$ cat config.mk
export PLATFORM = sky130hd
export DESIGN_NAME = mux4_scan_ctrl
export DESIGN_NICKNAME = d
export VERILOG_FILES = /design/src/rtl/mux4_scan_ctrl.sv
export SDC_FILE = /design/constraint.sdc
export NUM_CORES = 1
export LEC_CHECK = 0
export ABC_AREA = 1
export BUFFER_PORTS_ARGS = -buffer_cell sky130_fd_sc_hd__buf_2
export CORE_MARGIN = 1
export CORE_UTILIZATION = 32
export DETAILED_ROUTE_END_ITERATION = 10
export PLACE_DENSITY = 0.59
export SYNTH_ARGS = -nofsm -noshare
export SYNTH_HDL_FRONTEND = slang
export SYNTH_SLANG_ARGS = --single-unit
export TNS_END_PERCENT = 20
$ cat constraint.sdc
create_clock -name clk -period 1.5 [get_ports clk]
set_clock_uncertainty 0.05 [all_clocks]
set_input_delay 0 -clock clk [delete_from_list [all_inputs] [get_ports clk]]
set_output_delay 0 -clock clk [all_outputs]
set_load 0.02 [all_outputs]
$ cat src/rtl/mux4_scan_ctrl.sv
// Scan sequencer for a 4:1 mux: steps the selects, samples each channel after DWELL cycles
// and hands the 4-bit snapshot downstream over valid/ready. Optional frame parity via SCAN_PARITY_EN.
module mux4_scan_ctrl #(
    parameter int unsigned DWELL = 2
) (
    input  logic       clk,
    input  logic       rst,
    input  logic       en,
    input  logic       mux_o,
    output logic       s1,
    output logic       s2,
    output logic [3:0] frame,
    output logic       frame_valid,
`ifdef SCAN_PARITY_EN
    output logic       frame_parity,
`endif
    input  logic       frame_ready
);

    typedef enum logic [1:0] {
        IDLE,
        SCAN,
        HOLD
    } state_t;

    localparam logic [7:0] DWELL_LAST = 8'(DWELL - 1);

    state_t     r_state;
    logic [1:0] r_ch;
    logic [7:0] r_cnt;
    // Channel 3 goes straight into the frame, so only a..c need shadowing.
    logic [2:0] r_shadow;
    logic [3:0] r_frame;
    logic       r_valid;
    logic       w_dwell_done;
`ifdef SCAN_PARITY_EN
    logic       r_parity;
`endif

    assign w_dwell_done = (r_cnt == DWELL_LAST);

    always_ff @(posedge clk) begin
        if (rst) begin
            r_state  <= IDLE;
            r_ch     <= '0;
            r_cnt    <= '0;
            r_shadow <= '0;
            r_frame  <= '0;
            r_valid  <= 1'b0;
`ifdef SCAN_PARITY_EN
            r_parity <= 1'b0;
`endif
        end else begin
            case (r_state)
                IDLE: begin
                    r_ch    <= '0;
                    r_cnt   <= '0;
                    r_valid <= 1'b0;
                    if (en) begin
                        r_state <= SCAN;
                    end
                end
                SCAN: begin
                    if (!en) begin
                        r_state  <= IDLE;
                        r_ch     <= '0;
                        r_cnt    <= '0;
                        r_shadow <= '0;
                    end else if (w_dwell_done) begin
                        r_cnt <= '0;
                        if (r_ch == 2'd3) begin
                            r_frame <= {mux_o, r_shadow};
`ifdef SCAN_PARITY_EN
                            r_parity <= ^{mux_o, r_shadow};
`endif
                            r_valid <= 1'b1;
                            r_ch    <= '0;
                            r_state <= HOLD;
                        end else begin
                            case (r_ch)
                                2'd0:    r_shadow[0] <= mux_o;
                                2'd1:    r_shadow[1] <= mux_o;
                                default: r_shadow[2] <= mux_o;
                            endcase
                            r_ch <= r_ch + 2'd1;
                        end
                    end else begin
                        r_cnt <= r_cnt + 8'd1;
                    end
                end
                HOLD: begin
                    // Frame stays offered regardless of en until the consumer takes it.
                    if (frame_ready) begin
                        r_valid <= 1'b0;
                        r_ch    <= '0;
                        r_cnt   <= '0;
                        r_state <= en ? SCAN : IDLE;
                    end
                end
                default: begin
                    r_state <= IDLE;
                end
            endcase
        end
    end

    assign s1          = r_ch[1];
    assign s2          = r_ch[0];
    assign frame       = r_frame;
    assign frame_valid = r_valid;
`ifdef SCAN_PARITY_EN
    assign frame_parity = r_parity;
`endif

endmodule
# == Yosys cells after proc, flatten, opt, wreduce, memory -nomap -nowiden ==
# Cells that the tools add are included.
# totals
ff_bits,20
latch_bits,0
mem_bits_rw,0
romBits,0
in_bits,5
memories,0
# classes
n_addsub,2
mul,0
n_div,0
order_cmp,0
n_eq_ne,17
n_shift,0
muxes,27
bitwise,0
n_reduce_logical,12
# op_table
op,n
2-to-1 mux 8 bit,3
one-hot mux 8 bit (3 select lines),1
AND reduction 4 bit,5
2-to-1 mux 2 bit,9
"!= test 2 bit, second input constant",7
one-hot mux 2 bit (3 select lines),2
2-to-1 mux 3 bit,3
"adder 8 x 1 -> 8 bit, second input constant",1
"equality test 8 x 1 -> 1 bit, second input constant",1
2-to-1 mux 1 bit,8
"!= test 2 x 1 -> 1 bit, second input constant",3
"!= test 3 bit, second input constant",2
AND reduction 5 bit,1
"equality test 2 x 1 -> 1 bit, second input constant",2
"equality test 2 bit, second input constant",2
zero test 2 bit,2
one-hot mux 1 bit (3 select lines),1
AND reduction 3 bit,1
nonzero test 3 bit,1
"adder 2 x 1 -> 2 bit, second input constant",1
AND reduction 2 bit,1
OR reduction 2 bit,1

# == Longest topological paths before layout ==
# depth
word_depth,6
mapped_depth,10
mapped_depth_nobuf,10

# == Least setup slack after synthesis ==
# No wires, ideal clock.
# synth_timing
path_kind,flip-flop to flip-flop
from,reg r_ch[1]
to,reg r_shadow[2]
setup_ns,0.064
arrival_ns,1.284
required_time_ns,1.386
slack_ns,0.102
path_stages_with_launch,10
n_path_buf,0
period_less_slack_ns,1.398
cell_sequence,dfxtp_1 inv_1 ha_1 inv_1 nand2_1 o21ai_0 nand3_1 nand2_1 inv_1 nor2_1
# synth_between
elab_chain_len,4
word_cells_on_any_way,7
# synth_rtl
item,line,text
"start, declared",29,logic [1:0] r_ch;
"start signal, assigned",85,r_ch <= r_ch + 2'd1;
equality test 2 x 1 -> 1 bit or zero test 2 bit (tied branches),80,case (r_ch)
OR reduction 2 bit (no line),n/a,
!= test 2 bit (no line),n/a,
AND reduction 4 bit (no line) *,n/a,
"end signal, assigned",83,default: r_shadow[2] <= mux_o;
"end, declared",32,logic [2:0] r_shadow;
# Mark *: on every way between the ends. The rest lies on a longest branch, timed or not.
# A chain may end at the register's enable or synchronous reset.

# == Worst setup path after layout ==
# layout_timing
from,reg r_cnt[1]
to,reg r_cnt[5]
# layout_between
elab_chain_len,4
word_cells_on_any_way,5
# layout_rtl
item,line,text
"start, declared",30,logic [7:0] r_cnt;
"start signal, assigned",88,r_cnt <= r_cnt + 8'd1;
adder 8 x 1 -> 8 bit or equality test 8 x 1 -> 1 bit (tied branches),"88, 40",
2-to-1 mux 8 bit *,69,end else if (w_dwell_done) begin
2-to-1 mux 8 bit *,64,if (!en) begin
one-hot mux 8 bit (3 select lines) *,54,case (r_state)
# Marks and branches as above.

==> summary.md <==
| Metric | Value |
|---|---|
| Crit-path max FO | `9` |
| Vias in the first global route | `913` |
| Period minus WS final | `1.37 ns` |
| Drt via density | `4.33` |
| First-pass GRT wire length | `3640 um` |
| Critical path class | `reg -> reg` |
| Initial cell density of the core | `0.337` |
| Vias | `970` |
| # clock sinks | `20` |
| Worst-Skew Late Latency | `0.31 ns` |
| CP Launch Type | `register` |
| Fmax | `730 MHz` |
| Crit path DAT | `1.53 ns` |
| Remaining antenna violation count after routing | `0` |
| Register area share after synthesis | `0.356` |
| Core area | `0.00334 mm2` |
| Cells after Synth | `160` |
| Layout cells sized above 1 | `0.247` |
| Die Y | `61.3 um` |
| Maximum level of the CTS H-tree | `1` |
| GRT Overall Usage | `0.128` |
| Post-synthesis register bit count | `20` |
| Final #Nets | `189` |
| Antenna Cells | `0` |
| WL final | `2010 um` |
| WP data required | `1.66 ns` |
| DIE AREA | `0.00375 mm2` |
| Num CTS Buffers | `3` |
| Setup TNS | `0 ns` |
| Hold Path Class | `in -> reg` |
| Routed WL per cell | `8.96 um` |
| IO Pins | `12` |
| Syn Std Cell Area | `0.00112 mm2` |
| Status | `completed` |
| Row Count | `21` |
| YS warnings | `0` |
| CTS tree | `yes` |
| Die Span X | `61.3 um` |
| Filler Cell Count | `368` |
| Max-slew headroom | `0.761` |
| Initial antenna violation count | `0` |
| Final setup violating endpoints | `0` |
| VDD IR max | `557 uV` |
| Leak | `0.577 nW` |
| Clock-pin slew on the worst setup and hold paths | `0.11 ns` |
| DRC | `0` |
| RSZ-0062 raised after global routing | `false` |
| Mean Syn Cell Area | `7.02 um2` |
| Max-Cap Viols | `0` |
| Initial drt markers | `30` |
| Post-synth cell types | `26` |
| CTS Root Cell | `clkbuf_4` |
| Max-slew violations | `0` |
| Total global routing overflow | `0` |
| Post-CTS Setup Bufs | `0` |
| Element type at the critical path end | `register` |
| Pwr/cell area | `1000 mW/mm2` |
| Post-Place Cells | `217` |
| Final Wtd Congestion | `0.747` |
| Fin crit share | `0.914` |
| Area growth syn-to-layout | `17.7%` |
| Dpl hpwl | `1530 um` |
| Clock Tree Buf Depth | `2` |
| DRT Pass-1 Iters | `4` |
| Largest net degree at the start of global routing | `13` |
| Worst slew pin tran | `0.359 ns` |
| Final cell count without fillers | `224` |
| Final hold vios | `0` |
| Mapped Nets | `170` |
| Buffers added on ports | `11` |
cells in the mapped netlist:
cell type	number	share of area
inv_2	4	0.013
nand3_1	9	0.040
clkinv_1	1	0.0033
nor2_4	1	0.010
or2_2	1	0.0056
o21ai_2	1	0.0078
buf_6	1	0.010
nor2_2	4	0.022
nor2_1	25	0.084
clkinv_2	1	0.0045
o21ai_0	10	0.045
nand2_2	5	0.028
nand4_1	5	0.028
a21oi_1	5	0.022
inv_1	20	0.067
nand3_2	1	0.0089
clkbuf_1	1	0.0033
nand2_4	3	0.030
dfxtp_1	20	0.36
nand2_1	28	0.094
buf_2	1	0.0045
o21ai_1	2	0.0089
a21oi_2	2	0.016
ha_1	5	0.056
nor3_2	2	0.018
xor2_1	2	0.016
final cells by class:
cell class / count / area [um2] / share of cell area
clock buffer: 3 / 22.5 / 0.0170
clock inverter: 1 / 30.0 / 0.0227
inverter: 26 / 98.8 / 0.0747
multi-input combinational: 111 / 604 / 0.457
sequential: 20 / 402 / 0.304
tap: 46 / 57.6 / 0.0435
timing repair buffer: 17 / 108 / 0.0814
worst paths after layout:
path	from	endpoint	slack, ns	depth (start not counted)
worst min-delay path	en	r_ch[1]$_SDFFE_PP0P_	0.11	5
worst min register to register	frame_valid$_SDFFE_PP0P_	frame_valid$_SDFFE_PP0P_	0.44	2
worst max-delay path	r_cnt[1]$_SDFFE_PP0P_	r_cnt[5]$_SDFFE_PP0P_	0.13	9
worst max register to register	r_cnt[1]$_SDFFE_PP0P_	r_cnt[5]$_SDFFE_PP0P_	0.13	9
power breakdown:
group          switching, mW  total (mW)  internal, mW
Combinational          0.188       0.291         0.103
Sequential            0.0235       0.584         0.561
Clock                  0.179       0.449         0.270
cell usage in the layout, fill, tap and decap left out, drive strengths merged:
| cell type | count |
|---|---|
| nand4 | 5 |
| dfxtp | 20 |
| dlygate4sd3 | 3 |
| inv | 24 |
| o21ai | 13 |
| clkbuf | 3 |
| bufinv | 1 |
| xor2 | 2 |
| ha | 5 |
| or2 | 1 |
| nor2 | 30 |
| buf | 14 |
| nor3 | 2 |
| nand3 | 10 |
| nand2 | 36 |
| clkinv | 2 |
| a21oi | 7 |
cell families after synthesis:
group / Yosys count / synth area share
adders and majority gates: 5 / 0.0557
and+or+nand+nor: 84 / 0.367
AOI/OAI and AO/OA: 20 / 0.0991
DFF: 20 / 0.356
buffers and inverters: 29 / 0.106
xor gates and xnor gates: 2 / 0.0156
worst max-delay path, cell delays in order, from the launching register on:
cell and delay, ns:
dfxtp_1 0.35, inv_1 0.06, ha_1 0.13, nand2_1 0.06, nor2_2 0.15, nand2_2 0.11
nand2_4 0.10, nand2_2 0.06, nand2_4 0.13, nor2_1 0.06
timing repair:
| item | CTS | global route |
|---|---|---|
| setup endpoints to repair | 0 | 11 |
| hold buffers | 3 | 0 |
| hold endpoints to repair | 3 | 0 |
| gates resized for setup | 0 | 4 |
per-layer routing:
layer | vias to the layer above | wire (um) | global-route usage
met5 | - | 0 | 0
met4 | 0 | 14 | 0.0390
met3 | 3 | 59 | 0.0315
met2 | 11 | 968 | 0.224
met1 | 420 | 964 | 0.154
li1 | 536 | - | -
through the flow:
step	power [mW]	cell area, um2	util	worst slack, ns	hold slack (ns)
after floorplan	0.828	1120	-	0.102	0.0191
after global placement	0.879	1240	0.371	0.137	0.143
after detailed placement	0.880	1240	0.371	0.102	0.143
after CTS	1.34	1320	0.396	0.0901	0.0948
after global routing	1.42	1320	0.396	0.0154	0.122
final	1.32	1320	0.396	0.129	0.109
flip-flops by register name, summed over array words and instances, names as in the netlist:
signal,cells
r_cnt,8
r_state,2
r_ch,2
r_shadow,3
frame,4
frame_valid,1
Note: power is estimated with default switching activity, not from simulation.
